$ cat config.mk
export PLATFORM = sky130hd
export DESIGN_NAME = i2c_access_arbiter
export DESIGN_NICKNAME = d
export VERILOG_FILES = /design/src/rtl/i2c_access_arbiter_pkg.sv /design/src/rtl/i2c_access_arbiter_rr_arbiter2.sv /design/src/rtl/i2c_access_arbiter.sv
export SDC_FILE = /design/constraint.sdc
export NUM_CORES = 1
export LEC_CHECK = 0
export CAP_MARGIN = 20
export CORE_MARGIN = 3
export CORE_UTILIZATION = 47
export CTS_CLUSTER_DIAMETER = 80
export DETAILED_ROUTE_END_ITERATION = 8
export MAX_ROUTING_LAYER = met4
export PLACE_DENSITY = 0.91
export RECOVER_POWER = 100
export SLEW_MARGIN = 20
export SYNTH_ARGS = -nofsm -noshare
export SYNTH_HDL_FRONTEND = slang
export SYNTH_SLANG_ARGS = --single-unit
$ cat constraint.sdc
create_clock -name clk -period 2.7 [get_ports clk]
set_clock_uncertainty 0.2 [all_clocks]
set_input_delay 0.54 -clock clk [delete_from_list [all_inputs] [get_ports clk]]
set_output_delay 0.54 -clock clk [all_outputs]
set_load 0.005 [all_outputs]
$ cat src/rtl/i2c_access_arbiter_pkg.sv
`default_nettype none
// ============================================================================
//  Module      : i2c_pkg
//  Description : Shared encodings for the I2C access arbiter: request ops,
//                controller states and the requester count.
//  Revision    : 1.0 - initial release
// ============================================================================
package i2c_pkg;

    localparam int N_REQ = 2;

    typedef enum logic [1:0] {
        OP_WR     = 2'b00,
        OP_RD     = 2'b01,
        OP_REG_RD = 2'b10,
        OP_RSVD   = 2'b11
    } op_e;

    typedef enum logic [2:0] {
        ST_IDLE      = 3'd0,
        ST_GRANT     = 3'd1,
        ST_ISSUE     = 3'd2,
        ST_WAIT_BUSY = 3'd3,
        ST_WAIT_DONE = 3'd4,
        ST_RESP      = 3'd5
    } state_e;

    // True when the master transaction for this op/phase is a read.
    function automatic logic is_read_phase(input op_e op, input logic phase);
        return (op == OP_RD) || ((op == OP_REG_RD) && phase);
    endfunction

endpackage
`default_nettype wire

$ cat src/rtl/i2c_access_arbiter_rr_arbiter2.sv
`default_nettype none
// ============================================================================
//  Module      : rr_arbiter2
//  Description : Two-input round-robin grant. The last-served requester has
//                the lowest priority; until anyone has been served, requester
//                0 wins a tie. Grant is one-hot and purely combinational.
//  Revision    : 1.0 - initial release
// ============================================================================
module rr_arbiter2
    import i2c_pkg::*;
(
    input  logic             clk,
    input  logic             rst,
    input  logic [N_REQ-1:0] req,
    input  logic             upd,
    input  logic             upd_idx,
    output logic [N_REQ-1:0] gnt
);

    logic last_q, last_d;
    logic served_q, served_d;

    // Record the requester that was just served.
    always_comb begin
        last_d   = last_q;
        served_d = served_q;
        if (upd) begin
            last_d   = upd_idx;
            served_d = 1'b1;
        end
    end

    // Pointer register; starts at requester 0 with no history.
    always_ff @(posedge clk or posedge rst) begin
        if (rst) begin
            last_q   <= 1'b0;
            served_q <= 1'b0;
        end else begin
            last_q   <= last_d;
            served_q <= served_d;
        end
    end

    // Tie goes to requester 1 only if requester 0 was served last.
    always_comb begin
        gnt = req;
        if (req == 2'b11) begin
            gnt = (served_q && !last_q) ? 2'b10 : 2'b01;
        end
    end

endmodule
`default_nettype wire

$ cat src/rtl/i2c_access_arbiter.sv
`default_nettype none
// ============================================================================
//  Module      : i2c_access_arbiter
//  Description : Shares a single-byte I2C master between two requesters.
//                Round-robin grant, one or two master transactions per
//                request, read-data capture and a per-phase watchdog.
//  Revision    : 1.0 - initial release
// ============================================================================
module i2c_access_arbiter
    import i2c_pkg::*;
#(
    parameter int TIMEOUT_CYCLES = 4096,
    parameter int TO_W           = 13
)(
    input  logic               clk,
    input  logic               rst,
    input  logic [N_REQ-1:0]   req_valid,
    input  logic [2*N_REQ-1:0] req_op,
    input  logic [7*N_REQ-1:0] req_dev,
    input  logic [8*N_REQ-1:0] req_wdata,
    output logic [N_REQ-1:0]   resp_done,
    output logic [N_REQ-1:0]   resp_err,
    output logic [7:0]         resp_rdata,
    output logic [6:0]         m_addr,
    output logic [7:0]         m_data_in,
    output logic               m_rw,
    output logic               m_enable,
    input  logic               m_ready,
    input  logic [7:0]         m_data_out
);

    localparam logic [TO_W-1:0] c_wd_limit = TO_W'(TIMEOUT_CYCLES);

    state_e           state_q, state_d;
    logic             gsel_q, gsel_d;
    op_e              op_q, op_d;
    logic [6:0]       dev_q, dev_d;
    logic [7:0]       wdata_q, wdata_d;
    logic             phase_q, phase_d;
    logic             err_q, err_d;
    logic [TO_W-1:0]  wd_q, wd_d;
    logic             m_enable_q, m_enable_d;
    logic             m_rw_q, m_rw_d;
    logic [6:0]       m_addr_q, m_addr_d;
    logic [7:0]       m_data_in_q, m_data_in_d;
    logic [N_REQ-1:0] resp_done_q, resp_done_d;
    logic [N_REQ-1:0] resp_err_q, resp_err_d;
    logic [7:0]       resp_rdata_q, resp_rdata_d;

    logic [N_REQ-1:0] w_req_mask;
    logic [N_REQ-1:0] w_gnt;
    logic             w_any_gnt;
    logic             w_sel_idx;
    op_e              w_sel_op;
    logic [6:0]       w_sel_dev;
    logic [7:0]       w_sel_wdata;
    logic             w_sel_rd;
    logic             w_arb_upd;
    logic             w_wd_hit;

    // A requester whose done pulse is on the wire this cycle has not yet had
    // a chance to drop req_valid, so it must not re-enter arbitration.
    assign w_req_mask = req_valid & ~resp_done_q;

    rr_arbiter2 u_arb (
        .clk     (clk),
        .rst     (rst),
        .req     (w_req_mask),
        .upd     (w_arb_upd),
        .upd_idx (gsel_q),
        .gnt     (w_gnt)
    );

    assign w_any_gnt   = |w_gnt;
    assign w_sel_idx   = w_gnt[1];
    assign w_sel_op    = op_e'(w_sel_idx ? req_op[3:2] : req_op[1:0]);
    assign w_sel_dev   = w_sel_idx ? req_dev[13:7]   : req_dev[6:0];
    assign w_sel_wdata = w_sel_idx ? req_wdata[15:8] : req_wdata[7:0];
    assign w_sel_rd    = is_read_phase(w_sel_op, 1'b0);
    assign w_wd_hit    = (wd_q >= c_wd_limit);

    // Next-state, master handshake and response generation.
    always_comb begin
        state_d      = state_q;
        gsel_d       = gsel_q;
        op_d         = op_q;
        dev_d        = dev_q;
        wdata_d      = wdata_q;
        phase_d      = phase_q;
        err_d        = err_q;
        wd_d         = wd_q;
        m_enable_d   = m_enable_q;
        m_rw_d       = m_rw_q;
        m_addr_d     = m_addr_q;
        m_data_in_d  = m_data_in_q;
        resp_done_d  = '0;
        resp_err_d   = '0;
        resp_rdata_d = resp_rdata_q;
        w_arb_upd    = 1'b0;

        case (state_q)
            ST_IDLE: begin
                if ((|w_req_mask) && m_ready) begin
                    state_d = ST_GRANT;
                end
            end

            ST_GRANT: begin
                if (w_any_gnt) begin
                    gsel_d  = w_sel_idx;
                    op_d    = w_sel_op;
                    dev_d   = w_sel_dev;
                    wdata_d = w_sel_wdata;
                    phase_d = 1'b0;
                    err_d   = 1'b0;
                    if (w_sel_op == OP_RSVD) begin
                        err_d   = 1'b1;
                        state_d = ST_RESP;
                    end else begin
                        // Enable rises on entry to ISSUE: two cycles after the request.
                        state_d     = ST_ISSUE;
                        m_enable_d  = 1'b1;
                        m_addr_d    = w_sel_dev;
                        m_rw_d      = w_sel_rd;
                        m_data_in_d = w_sel_rd ? 8'h00 : w_sel_wdata;
                    end
                end else begin
                    state_d = ST_IDLE;
                end
            end

            ST_ISSUE: begin
                state_d = ST_WAIT_BUSY;
                wd_d    = '0;
            end

            ST_WAIT_BUSY: begin
                if (!m_ready) begin
                    // Drop enable now so the master ends with STOP.
                    m_enable_d = 1'b0;
                    state_d    = ST_WAIT_DONE;
                    wd_d       = '0;
                end else if (w_wd_hit) begin
                    // Master never went busy; ready is already high, so respond.
                    m_enable_d = 1'b0;
                    err_d      = 1'b1;
                    state_d    = ST_RESP;
                end else begin
                    wd_d = wd_q + TO_W'(1);
                end
            end

            ST_WAIT_DONE: begin
                if (w_wd_hit) begin
                    m_enable_d = 1'b0;
                    err_d      = 1'b1;
                end
                if (m_ready) begin
                    if (err_q || w_wd_hit) begin
                        state_d = ST_RESP;
                    end else if ((op_q == OP_REG_RD) && !phase_q) begin
                        phase_d     = 1'b1;
                        state_d     = ST_ISSUE;
                        m_enable_d  = 1'b1;
                        m_rw_d      = 1'b1;
                        m_data_in_d = 8'h00;
                    end else begin
                        if (is_read_phase(op_q, phase_q)) begin
                            resp_rdata_d = m_data_out;
                        end
                        state_d = ST_RESP;
                    end
                end else if (!w_wd_hit) begin
                    wd_d = wd_q + TO_W'(1);
                end
            end

            ST_RESP: begin
                resp_done_d = gsel_q ? 2'b10 : 2'b01;
                resp_err_d  = err_q ? (gsel_q ? 2'b10 : 2'b01) : 2'b00;
                w_arb_upd   = 1'b1;
                state_d     = ST_IDLE;
            end

            default: begin
                state_d = ST_IDLE;
            end
        endcase
    end

    // State and output registers; reset abandons any transfer silently.
    always_ff @(posedge clk or posedge rst) begin
        if (rst) begin
            state_q      <= ST_IDLE;
            gsel_q       <= 1'b0;
            op_q         <= OP_WR;
            dev_q        <= '0;
            wdata_q      <= '0;
            phase_q      <= 1'b0;
            err_q        <= 1'b0;
            wd_q         <= '0;
            m_enable_q   <= 1'b0;
            m_rw_q       <= 1'b0;
            m_addr_q     <= '0;
            m_data_in_q  <= '0;
            resp_done_q  <= '0;
            resp_err_q   <= '0;
            resp_rdata_q <= '0;
        end else begin
            state_q      <= state_d;
            gsel_q       <= gsel_d;
            op_q         <= op_d;
            dev_q        <= dev_d;
            wdata_q      <= wdata_d;
            phase_q      <= phase_d;
            err_q        <= err_d;
            wd_q         <= wd_d;
            m_enable_q   <= m_enable_d;
            m_rw_q       <= m_rw_d;
            m_addr_q     <= m_addr_d;
            m_data_in_q  <= m_data_in_d;
            resp_done_q  <= resp_done_d;
            resp_err_q   <= resp_err_d;
            resp_rdata_q <= resp_rdata_d;
        end
    end

    assign resp_done  = resp_done_q;
    assign resp_err   = resp_err_q;
    assign resp_rdata = resp_rdata_q;
    assign m_addr     = m_addr_q;
    assign m_data_in  = m_data_in_q;
    assign m_rw       = m_rw_q;
    assign m_enable   = m_enable_q;

endmodule
`default_nettype wire

==> run metrics <==
Post-CTS Setup Repair Bufs 0; syn nets 317; Reg2Reg Capture Point wd_q[5]; Worst setup EP type flip-flop; Seq/Total Area, Yosys 50.0%; CTS tree built; nets 403; fin. max-slew vios 0; all-layer global routing usage 20.7%; n_diodes 0; clk sinks 52; crit path cell chain dlygate4sd3_1 -> nor2b_1 -> a211oi_1 -> a31o_2 -> a21oi_1 -> buf_4 -> mux2_2; Via density 5.31; Post-synth EDFFs 0; H-tree depth 2; wire length per cell 14.5 um; cell area after synthesis 2600 um^2; final std cells w/o fill 425; proportion of layout cells with a drive suffix above 1 10.4%; Fmax achieved 0.405 GHz; Synth top area share 50.0%; I/O Pins 76; crit-path max cell delay 0.51 ns; post-cts hold buffer count 0; Initial Util 49.7%; worst hold path type flip-flop to flip-flop; DRT iter0 DRCs 179; measured slew at the worst slew-check pin 1.06 ns; vias in the first global route 2306; Clk Tree Root Cell clkbuf_8; critical path startpoint category input pin; critical hold path startpoint u_arb.last_q; RSZ-0062 raised after global routing false; WP data required 2.70 ns; Leak 1.60 nW; GRT Residual Overflow 0; worst-case clock buffer depth 2; Final Hold Violating Endpoints 0; Final GP Congestion 0.848; Core Rows 26; min cycle time layout 2.47 ns; largest net degree at the start of global routing 29; Post-Syn Area per Cell 9.72 um^2; cells taking the most area after synthesis dfrtp_1 50%, mux2_2 6.5%, nand2_1 6.3%; Crit Path Max Fanout 9; final WL 6170 um; post-route antenna net violation count 0; Die ar. 6470 um^2; Yosys Warn Count 0; Slowest-stage cell, CP dlygate4sd3_1; Synth async-reset ratio 100%; drt first pass iters 4; DRC 0; Synth Instances 268; Port Buffer Count 75; global-route wire length before repair 10100 um; slew margin rel. 29.1%; CTS buffer count 5; Main synth FF type dfrtp_1; Area growth syn-to-layout 36.9%; Die Ht 80.4 um; Hold Path End u_arb.last_q; crit path DAT 2.47 ns; worst r2r path cells 5; endpoints failing setup 0; fillers 437; Inst Count DP 417; die width 80.4 um; Power per Cell Area 791 nW/um^2; hpwl dp 4640 um; Pwr Total 0.00282 W; Unique masters post-synth 45; Reg clk slew, reported paths 0.09 ns; Vias 2255; core area 5240 um^2; clk_lat worst skew 0.30 ns; period utilization 91.5%; CTS resizes 0; hold-critical path depth 1; status finished clean; Yosys reg bits 52; MaxCap Viol Count 0; worst vdd ir 0.539 mV; Critical R2R Launch state_q[2]; reg-to-reg setup timing slack 0.28 ns; leading area contributor after synthesis dfrtp_1; critical path class input pin to flip-flop; initial antenna violation count 0
## cell usage after synthesis (2+ instances only)
master and number:
ha_1 2, a21oi_1 21, nand2b_1 8, mux2i_1 2, a31oi_1 8, clkbuf_1 9, o21ai_0 10, and4_1 3
nand3_1 2, xor2_1 6, nand4_1 4, nor3b_2 2, nor2b_1 4, inv_1 10, nor3_1 3, xnor2_1 4
dfrtp_1 52, nand2_1 44, a21o_1 3, nor2_1 30, mux2_2 15, o31ai_1 2, o31a_1 2
## area by class of cell
class / instances / area, um^2 / share of cell area (%)
Sequential cell: 52 / 1300 / 36.5
Inverter: 10 / 37.5 / 1.05
Timing Repair Buffer: 90 / 846 / 23.7
Clock buffer: 8 / 90.1 / 2.53
Tap cell: 70 / 87.6 / 2.46
Multi-Input combinational cell: 195 / 1200 / 33.7
## worst max path at each step
| stage | end | cells after the start | from | slack (ns) |
|---|---|---|---|---|
| floorplan | m_data_in[6] | 5 | req_valid[0] | 0.44 |
| global placement | m_data_in[2] | 7 | req_valid[0] | 0.03 |
| CTS | m_data_in[2] | 7 | req_valid[0] | 0.27 |
| global route | m_data_in[7] | 7 | req_valid[0] | 0.12 |
| finish | m_data_in[1] | 7 | req_valid[0] | 0.23 |
| detailed placement | m_data_in[2] | 7 | req_valid[0] | -0.04 |
## kinds of logic (layout without fill, tap and decap cells)
logic type | Yosys count | count (layout) | synth area share, %
DFF | 52 | 52 | 50.0
buffers and inverters | 21 | 108 | 3.22
muxes | 18 | 18 | 7.69
adders and majority gates | 2 | 2 | 0.961
AOI/OAI and AO/OA | 59 | 59 | 15.4
xor gates and xnor gates | 10 | 10 | 3.36
and+or+nand+nor | 106 | 106 | 19.4
## critical path, delay by kind of cell
kind | cells | cell delay [ns]
buf+inv | 2 | 0.71
compound gates | 3 | 0.56
mux | 1 | 0.35
simple gates | 1 | 0.29
## per-stage QoR
step / util (%) / area (um^2) / setup WS [ns] / hold WS, ns / setup TNS, ns
2_1_floorplan: - / 2600 / 0.445 / 0.236 / 0
3_3_place_gp: 67.0 / 3510 / 0.0253 / 0.251 / 0
3_5_place_dp: 67.0 / 3510 / -0.0420 / 0.259 / -0.280
4_1_cts: 68.7 / 3600 / 0.274 / 0.282 / 0
5_1_grt: 68.0 / 3560 / 0.118 / 0.311 / 0
6_report: 68.0 / 3560 / 0.228 / 0.277 / 0
## state kept, by name, indices dropped and copies added (netlist names)
register        cells
phase_q             1
m_enable            1
resp_err            2
u_arb.served_q      1
u_arb.last_q        1
gsel_q              1
m_rw                1
err_q               1
state_q             3
resp_done           2
wd_q               13
m_addr              7
op_q                2
resp_rdata          8
m_data_in           8
## per-layer routing
metal | vias to the layer above | share of wire [%] | global-route usage (%)
li1 | 1100 | - | -
met1 | 1071 | 42 | 24.2
met2 | 75 | 50 | 35.7
met3 | 9 | 6.2 | 5.49
met4 | 0 | 1.1 | 4.90
met5 | - | 0 | -
## placed cells by master (no fill, tap or decap), types with 2 or more instances in the layout
| cell | Yosys | layout |
|---|---|---|
| nand2b_1 | 8 | 8 |
| a31oi_1 | 8 | 8 |
| nor3b_2 | 2 | 2 |
| a21o_1 | 3 | 3 |
| mux2_2 | 15 | 15 |
| nor3_1 | 3 | 3 |
| nand4_1 | 4 | 4 |
| dfrtp_1 | 52 | 52 |
| xnor2_1 | 4 | 4 |
| nor2b_1 | 4 | 4 |
| o21ai_0 | 10 | 11 |
| o31ai_1 | 2 | 2 |
| nor2_1 | 30 | 30 |
| mux2i_1 | 2 | 2 |
| a21oi_1 | 21 | 22 |
| dlygate4sd3_1 | 0 | 31 |
| ha_1 | 2 | 2 |
| o31a_1 | 2 | 2 |
| nand3_1 | 2 | 2 |
| nand2_1 | 44 | 44 |
| clkbuf_1 | 9 | 6 |
| xor2_1 | 6 | 6 |
| clkbuf_8 | 0 | 6 |
| clkdlybuf4s50_1 | 0 | 44 |
| and4_1 | 3 | 3 |
| inv_1 | 10 | 10 |
| buf_4 | 1 | 10 |
## power by group
group	leakage (nW)	switching, W	internal, W
Combinational	0.894	0.000508	0.000626
Sequential	0.662	0.000196	0.00103
Clock	0.0455	0.000244	0.000210
No activity file was read; power rests on OpenSTA's default activity.
